[src/rtl/main_fsm.sv]
// Multi-cycle RV32I main control FSM: sequences fetch/decode/execute/memory/
// writeback and drives every datapath enable and mux select except imm_src.
module main_fsm (
  input  logic       clk,
  input  logic       rst_n,
  input  logic [6:0] op,
  input  logic       mem_ready,
  output logic       pc_update,
  output logic       branch,
  output logic       ir_write,
  output logic       reg_write,
  output logic       mem_write,
  output logic       adr_src,
  output logic [1:0] result_src,
  output logic [1:0] alu_src_a,
  output logic [1:0] alu_src_b,
  output logic [1:0] alu_op,
  output logic       illegal_instr,
  output logic [3:0] state
);

  typedef enum logic [3:0] {
    S_FETCH    = 4'd0,
    S_DECODE   = 4'd1,
    S_MEMADR   = 4'd2,
    S_MEMREAD  = 4'd3,
    S_MEMWB    = 4'd4,
    S_MEMWRITE = 4'd5,
    S_EXECR    = 4'd6,
    S_EXECI    = 4'd7,
    S_ALUWB    = 4'd8,
    S_BEQ      = 4'd9,
    S_JAL      = 4'd10,
    S_UTYPE    = 4'd11
  } state_t;

  localparam logic [6:0] OP_LOAD  = 7'b0000011;
  localparam logic [6:0] OP_STORE = 7'b0100011;
  localparam logic [6:0] OP_RTYPE = 7'b0110011;
  localparam logic [6:0] OP_ITYPE = 7'b0010011;
  localparam logic [6:0] OP_BEQ   = 7'b1100011;
  localparam logic [6:0] OP_JAL   = 7'b1101111;
  localparam logic [6:0] OP_LUI   = 7'b0110111;

  state_t state_q, state_d;

  logic pc_update_c, branch_c, ir_write_c, reg_write_c, mem_write_c;

  always_ff @(posedge clk or negedge rst_n) begin
    if (!rst_n) state_q <= S_FETCH;
    else        state_q <= state_d;
  end

  always_comb begin
    state_d       = S_FETCH;
    pc_update_c   = 1'b0;
    branch_c      = 1'b0;
    ir_write_c    = 1'b0;
    reg_write_c   = 1'b0;
    mem_write_c   = 1'b0;
    adr_src       = 1'b0;
    result_src    = 2'b00;
    alu_src_a     = 2'b00;
    alu_src_b     = 2'b00;
    alu_op        = 2'b00;
    illegal_instr = 1'b0;
    case (state_q)
      S_FETCH: begin
        result_src  = 2'b10;
        alu_src_b   = 2'b10;
        ir_write_c  = mem_ready;
        pc_update_c = mem_ready;
        state_d     = mem_ready ? S_DECODE : S_FETCH;
      end
      S_DECODE: begin
        alu_src_a = 2'b01;
        alu_src_b = 2'b01;
        case (op)
          OP_LOAD, OP_STORE: state_d = S_MEMADR;
          OP_RTYPE:          state_d = S_EXECR;
          OP_ITYPE:          state_d = S_EXECI;
          OP_BEQ:            state_d = S_BEQ;
          OP_JAL:            state_d = S_JAL;
          OP_LUI:            state_d = S_UTYPE;
          default: begin
            state_d       = S_FETCH;
            illegal_instr = 1'b1;
          end
        endcase
      end
      S_MEMADR: begin
        alu_src_a = 2'b10;
        alu_src_b = 2'b01;
        state_d   = (op == OP_LOAD) ? S_MEMREAD : S_MEMWRITE;
      end
      S_MEMREAD: begin
        adr_src = 1'b1;
        state_d = mem_ready ? S_MEMWB : S_MEMREAD;
      end
      S_MEMWB: begin
        result_src  = 2'b01;
        reg_write_c = 1'b1;
      end
      S_MEMWRITE: begin
        adr_src     = 1'b1;
        mem_write_c = 1'b1;
        state_d     = mem_ready ? S_FETCH : S_MEMWRITE;
      end
      S_EXECR: begin
        alu_src_a = 2'b10;
        alu_op    = 2'b10;
        state_d   = S_ALUWB;
      end
      S_EXECI: begin
        alu_src_a = 2'b10;
        alu_src_b = 2'b01;
        alu_op    = 2'b10;
        state_d   = S_ALUWB;
      end
      S_ALUWB: begin
        reg_write_c = 1'b1;
      end
      S_BEQ: begin
        alu_src_a = 2'b10;
        alu_op    = 2'b01;
        branch_c  = 1'b1;
      end
      S_JAL: begin
        alu_src_a   = 2'b01;
        alu_src_b   = 2'b10;
        pc_update_c = 1'b1;
        state_d     = S_ALUWB;
      end
      S_UTYPE: begin
        result_src  = 2'b11;
        reg_write_c = 1'b1;
      end
      default: state_d = S_FETCH;
    endcase
  end

  // Reset holds state at FETCH, so only the mem_ready-driven enables need masking;
  // all write enables are gated for safety.
  assign pc_update = pc_update_c & rst_n;
  assign branch    = branch_c    & rst_n;
  assign ir_write  = ir_write_c  & rst_n;
  assign reg_write = reg_write_c & rst_n;
  assign mem_write = mem_write_c & rst_n;
  assign state     = state_q;

endmodule

[config.mk]
export PLATFORM = sky130hd
export DESIGN_NAME = main_fsm
export DESIGN_NICKNAME = d
export VERILOG_FILES = /design/src/rtl/main_fsm.sv
export SDC_FILE = /design/constraint.sdc
export NUM_CORES = 1
export LEC_CHECK = 0
export CORE_MARGIN = 5
export CORE_UTILIZATION = 36
export CTS_CLUSTER_DIAMETER = 60
export DETAILED_ROUTE_END_ITERATION = 8
export GPL_TIMING_DRIVEN = 0
export HOLD_SLACK_MARGIN = 0.15
export PLACE_DENSITY_LB_ADDON = 0.08
export SLEW_MARGIN = 40
export SYNTH_ARGS = -nofsm -noshare
export SYNTH_HDL_FRONTEND = slang
export SYNTH_SLANG_ARGS = --single-unit
[constraint.sdc]
create_clock -name clk -period 1.28 [get_ports clk]
set_input_delay 0.192 -clock clk [delete_from_list [all_inputs] [get_ports clk]]
set_output_delay 0.192 -clock clk [all_outputs]
set_load 0.005 [all_outputs]
==> flow_metrics.py, run 1 <==
metrics = {
    "power": {
        "combPwrFrac": 0.523,
        "power_density_nw_per_um2": 508,
        "p_int_mw": 0.409,
        "seqPwrFrac": 0.224,
        "leakage_nw": 0.579,
        "switching_share": 0.334,
        "p_clk_frac": 0.253,
        "irDropWorstVdd_uv": 358,
        "power_switching_mw": 0.205,
        "power_mw": 0.615,
    },
    "die": {
        "design.die.area_um2": 2680,
        "die_h_um": 51.8,
        "die_w_um": 51.8,
        "ios": 29,
        "start_util": 0.372,
        "num_rows": 15,
        "coreArea_um2": 1690,
    },
    "finish": {
        "syn2layout_area_growth_pct": 92.4,
        "final_core_util": 0.716,
        "ff_latch_area_um2": 101,
        "drive_gt1_frac": 0.536,
        "diodes": 0,
        "nNetsFinal": 152,
        "multi_input_area_um2": 577,
        "num-fill-cells": 135,
        "largest_reg_flops": 4,
    },
    "worst_hold_path": {
        "min_from": "mem_ready",
        "hold_end": "state[2]",
        "whs_path_depth": 2,
        "hold_class": "in2reg",
    },
    "critical_path": {
        "critPathMaxStageDelay_ps": 390,
        "critPathLaunchType": "register",
        "end_kind": "output port",
        "cp_slowest_cell": "dfrtp_1",
        "r2r_setup_slack_ps": -310,
        "rr_endpoint": "state[2]",
        "worstPathArrival_ps": 1470,
        "worstRegToRegCells": 7,
        "crit_chain": "buf_6 > or2_4 > a21o_1 > a21boi_2 > buf_2",
        "crit_fanout": 10,
        "crit_type": "reg2out",
        "worstPathRequired_ps": 1090,
        "crit_path_start": "state[0]",
        "r2r_start": "state[0]",
    },
    "clock_tree": {
        "clock_path_buffers": 2,
        "numCtsBuffers": 3,
        "cts_root_buf": "clkbuf_4",
        "cts_sinks": 4,
        "htreeDepth": 1,
        "cts_tree": "built",
        "cts_hold_buf": 0,
        "cts.reportedPaths.clkPinSlew_ps": 40,
        "clk_latency_ps": 240,
    },
    "synth": {
        "synth_edf_count": 0,
        "seq_area_frac_synth": 0.159,
        "synth_seq_cells": 4,
        "postSynthAreaPerCell_um2": 6.98,
        "syn_area_um2": 628,
        "ys.flop_type": "dfrtp_1",
        "syn_inst": 90,
        "yosys.cell_types.count": 40,
        "synth_fp_nets": 100,
        "yosysWarnings": 0,
        "async_reset_ff_frac": 1.00,
    },
    "routing": {
        "vias_per_cell": 5.58,
        "drtAntennaViolNets": 0,
        "wire_per_inst_um": 16.4,
        "drt_iter0_drc": 11,
        "drtPass1Iterations": 4,
        "drc": 0,
        "vias": 876,
        "routed_wl_mm": 2.57,
    },
    "placed_design": {
        "io_buffers": 27,
        "place.gp.congestion": 0.834,
        "dp_hpwl_mm": 1.47,
    },
    "sta": {
        "setup_tns_ps": -4350,
        "slew_headroom": 0.732,
        "worst_pin_slew_ps": 400,
        "rsz0062_at_grt": "yes",
        "period_needed_ps": 1660,
        "finalSetupViolations": 18,
        "drv_slew": 0,
        "finClkSkew_ps": 3.74,
        "period_share": 1.30,
        "hold_viol_final": 0,
        "layout_setup_ws_ps": -380,
        "fmax_ghz": 0.602,
    },
    "status": {
        "status": "finished with violations",
        "violations": "negative setup slack",
    },
    "grt": {
        "grt_pass1_vias": 809,
        "grt_max_degree": 11,
        "overflow": 0,
        "grt_use_met1": 0.211,
        "busiest_layer": "met2",
        "grtUsageMet3": 0.0430,
        "grt_pass1_wl_mm": 3.78,
        "grt_use_met2": 0.356,
        "antenna_found_initial": 0,
        "track_usage": 0.189,
    },
    "job": {
        "max-cap-violations": 0,
    },
}
[worst max path at each step]
stage | to | depth (start not counted)
5_1_grt | reg_write | 5
6_report | reg_write | 5
4_1_cts | reg_write | 5
3_3_place_gp | illegal_instr | 5
3_5_place_dp | illegal_instr | 5
2_1_floorplan | alu_src_a[0] | 3
[metrics by stage]
stage / instances / worst slack [ps] / hold slack, ps / cell area, µm²
3_5_place_dp: 134 / -785 / 432 / 922
2_1_floorplan: 90 / 8.23 / -104 / 631
6_report: 157 / -380 / 205 / 1210
5_1_grt: 157 / -423 / 205 / 1210
3_3_place_gp: 134 / -809 / 440 / 922
4_1_cts: 153 / -354 / 183 / 1130
[layer usage]
| layer | routed length, µm | vias to the layer above |
|---|---|---|
| met4 | 41 | 0 |
| met3 | 153 | 4 |
| met2 | 1330 | 33 |
| met1 | 1040 | 409 |
| li1 | - | 430 |
| met5 | 0 | - |
[Yosys cell counts (2+ instances only)]
master | count | area (µm²)
nor3_1 | 2 | 10.0
nor2_1 | 12 | 45.0
o21ai_0 | 5 | 25.0
or3_1 | 2 | 12.5
xor2_1 | 2 | 17.5
nand4_1 | 2 | 12.5
nand3_1 | 4 | 20.0
inv_1 | 3 | 11.3
nor2b_1 | 3 | 18.8
nand2b_1 | 2 | 12.5
a21o_1 | 2 | 15.0
a21oi_1 | 10 | 50.1
buf_6 | 2 | 22.5
o21ai_1 | 2 | 10.0
buf_2 | 3 | 15.0
and3_1 | 3 | 18.8
dfrtp_1 | 4 | 100
nand2_1 | 5 | 18.8
[power groups by stage]
stage                     combinational [mW]  clock [mW]  sequential [mW]
after floorplan                        0.140           0            0.139
after global placement                 0.267           0            0.139
after detailed placement               0.268           0            0.140
after CTS                              0.297       0.159            0.137
after global routing                   0.345       0.166            0.138
final                                  0.321       0.155            0.138
[cells by family (layout without fill, tap and decap cells)]
group | after synthesis | in the layout | synth area share
compound gates | 29 | 29 | 0.293
xor+xnor | 3 | 3 | 0.0418
buf+inv | 9 | 59 | 0.0996
flops | 4 | 4 | 0.159
mux | 1 | 1 | 0.0179
simple gates | 44 | 44 | 0.388
[timing repair]
| action | 4_1_cts | 5_1_grt |
|---|---|---|
| resized for setup | 104 | 20 |
| endpoints found under the setup margin | 23 | 20 |
| buffers inserted | 16 | 4 |
| endpoints found under the hold margin | 0 | 0 |
| pin swaps | 16 | 13 |
[cell type report]
type / count / share of cell area
flip-flops and latches: 4 / 0.0839
inverters: 3 / 0.0114
well taps: 17 / 0.0176
multi-input cells: 77 / 0.477
plain buffers: 6 / 0.0673
repair buffers: 47 / 0.324
clock buffers: 3 / 0.0186
[critical path, delay by kind of cell (launching register included)]
family,cells,cell delay [ps]
flip-flops,1,390
AO/OA/AOI/OAI,2,310
buffers and inverters,2,290
AND/OR/NAND/NOR,1,250
[layout by cell type, fill, tap and decap left out, types with 2 or more instances in the layout]
| cell | instances |
|---|---|
| buf_4 | 8 |
| nor2_4 | 3 |
| nor2_1 | 7 |
| nand2_4 | 2 |
| clkbuf_4 | 3 |
| nor2_2 | 2 |
| dfrtp_1 | 3 |
| inv_2 | 2 |
| dlygate4sd2_1 | 8 |
| buf_6 | 17 |
| nand2b_1 | 2 |
| and3_1 | 2 |
| nand4_1 | 2 |
| nand2_2 | 2 |
| o21ai_2 | 2 |
| nor3_1 | 2 |
| dlymetal6s2s_1 | 2 |
| nor2b_1 | 2 |
| or3_1 | 2 |
| xor2_1 | 2 |
| a21o_1 | 2 |
| o21ai_0 | 4 |
| a21oi_2 | 3 |
| buf_2 | 13 |
| a21oi_1 | 8 |
| nand3_1 | 3 |
| a21boi_2 | 2 |
(Power assumes the default switching activity.)
==> inputs of run 2 (changes only) <==
- MAX_ROUTING_LAYER: not set -> met4
==> flow_metrics.py, run 2 (synthesized netlist as in run 1, its figures left out) <==
metrics = {
    "status": {
        "status": "finished with violations",
        "violations": "negative setup slack",
    },
    "clock_tree": {
        "cts_sinks": 4,
        "cts_tree": "built",
        "clk_latency_ps": 240,
        "cts.reportedPaths.clkPinSlew_ps": 40,
        "clock_path_buffers": 2,
        "cts_hold_buf": 0,
        "htreeDepth": 1,
        "cts_root_buf": "clkbuf_4",
        "numCtsBuffers": 3,
    },
    "die": {
        "die_h_um": 51.8,
        "die_w_um": 51.8,
        "ios": 29,
        "num_rows": 15,
        "coreArea_um2": 1690,
        "start_util": 0.372,
        "design.die.area_um2": 2680,
    },
    "routing": {
        "wire_per_inst_um": 16.3,
        "drtPass1Iterations": 5,
        "vias_per_cell": 5.56,
        "routed_wl_mm": 2.56,
        "drc": 0,
        "drt_iter0_drc": 20,
        "drtAntennaViolNets": 0,
        "vias": 873,
    },
    "critical_path": {
        "critPathMaxStageDelay_ps": 380,
        "worstPathArrival_ps": 1460,
        "critPathLaunchType": "register",
        "worstPathRequired_ps": 1090,
        "crit_chain": "buf_6 > or2_4 > a21o_1 > a21boi_2 > buf_2",
        "cp_slowest_cell": "dfrtp_1",
        "end_kind": "output port",
        "crit_fanout": 10,
        "r2r_setup_slack_ps": -290,
        "crit_type": "reg2out",
    },
    "grt": {
        "grt_max_degree": 11,
        "track_usage": 0.193,
        "overflow": 0,
        "antenna_found_initial": 0,
        "grt_use_met2": 0.356,
        "grt_use_met1": 0.213,
        "grt_pass1_wl_mm": 3.78,
        "busiest_layer": "met2",
        "grtUsageMet3": 0.0401,
        "grt_pass1_vias": 809,
    },
    "power": {
        "leakage_nw": 0.579,
        "power_density_nw_per_um2": 509,
        "irDropWorstVdd_uv": 357,
        "power_mw": 0.615,
    },
    "sta": {
        "slew_headroom": 0.738,
        "finClkSkew_ps": 3.75,
        "period_needed_ps": 1650,
        "worst_pin_slew_ps": 391,
        "hold_viol_final": 0,
        "drv_slew": 0,
        "rsz0062_at_grt": "yes",
        "period_share": 1.29,
        "fmax_ghz": 0.605,
        "layout_setup_ws_ps": -372,
        "finalSetupViolations": 17,
    },
    "finish": {
        "instances_no_fill": 157,
        "final_cell_mix": "buf_6, buf_2, a21oi_1, dlygate4sd2_1, buf_4",
        "syn2layout_area_growth_pct": 92.4,
        "nNetsFinal": 152,
        "largest_reg_flops": 4,
        "drive_gt1_frac": 0.536,
        "num-fill-cells": 135,
        "layout_commonest_cell": "buf_6",
        "diodes": 0,
    },
    "job": {
        "max-cap-violations": 0,
    },
    "worst_hold_path": {
        "hold_class": "in2reg",
    },
    "placed_design": {
        "io_buffers": 27,
        "placed_cells": 134,
        "dp_hpwl_mm": 1.47,
        "place.gp.congestion": 0.847,
    },
}
run 2: cell counts in the layout (fill, tap and decap cells not counted):
No cell type changed its count.
run 2: layer usage:
layer,wire length (µm),part of all wire
met3,155,0.060
met1,1020,0.40
met5,0,0
met4,41,0.016
met2,1340,0.52
run 2: worst paths after layout:
| kind | startpoint | to | cells after the start |
|---|---|---|---|
| worst min-delay path | mem_ready | state[2] | 2 |
| min in group asynchronous | rst_n | state[3] | 1 |
| worst max-delay path | state[0] | reg_write | 5 |
| worst max register to register | state[0] | state[2] | 7 |
| max in group asynchronous | rst_n | state[1] | 1 |
| worst min register to register | state[3] | state[2] | 3 |
run 2: worst max-delay path, delay by kind of cell (launching register included):
family | cells | cell delay, ps
compound gates | 2 | 310
simple gates | 1 | 250
buf+inv | 2 | 290
flops | 1 | 380
run 2: report_power, final:
| group | internal, mW | leakage (nW) | total [mW] | switching [mW] |
|---|---|---|---|---|
| Combinational | 0.172 | 0.513 | 0.322 | 0.149 |
| Clock | 0.105 | 0.0138 | 0.156 | 0.0509 |
| Sequential | 0.132 | 0.0528 | 0.137 | 0.00479 |
| Total | 0.409 | 0.579 | 0.615 | 0.205 |
run 2: cell type report:
type                            count  area [µm²]  area share
Multi-Input combinational cell     77         577       0.477
Inverter                            3        13.8      0.0114
Timing Repair Buffer               47         392       0.324
Tap cell                           17        21.3      0.0176
Buffer                              6        81.3      0.0673
Clock buffer                        3        22.5      0.0186
Sequential cell                     4         101      0.0839
run 2: metrics by stage:
stage | utilization | setup slack [ps] | instance area, µm² | TNS (ps) | hold slack, ps
global route | 0.716 | -422 | 1210 | -5260 | 205
detailed placement | 0.546 | -785 | 922 | -8830 | 432
finish | 0.716 | -372 | 1210 | -4320 | 205
CTS | 0.667 | -354 | 1130 | -4060 | 183
global placement | 0.546 | -809 | 922 | -8670 | 440
floorplan | - | 8.23 | 631 | 0 | -104
run 2: repair_timing:
| action | CTS | global route |
|---|---|---|
| pin swaps | 16 | 13 |
| endpoints found under the setup margin | 23 | 20 |
| resized for setup | 104 | 20 |
| cloned | 0 | 0 |
| buffers inserted | 16 | 4 |
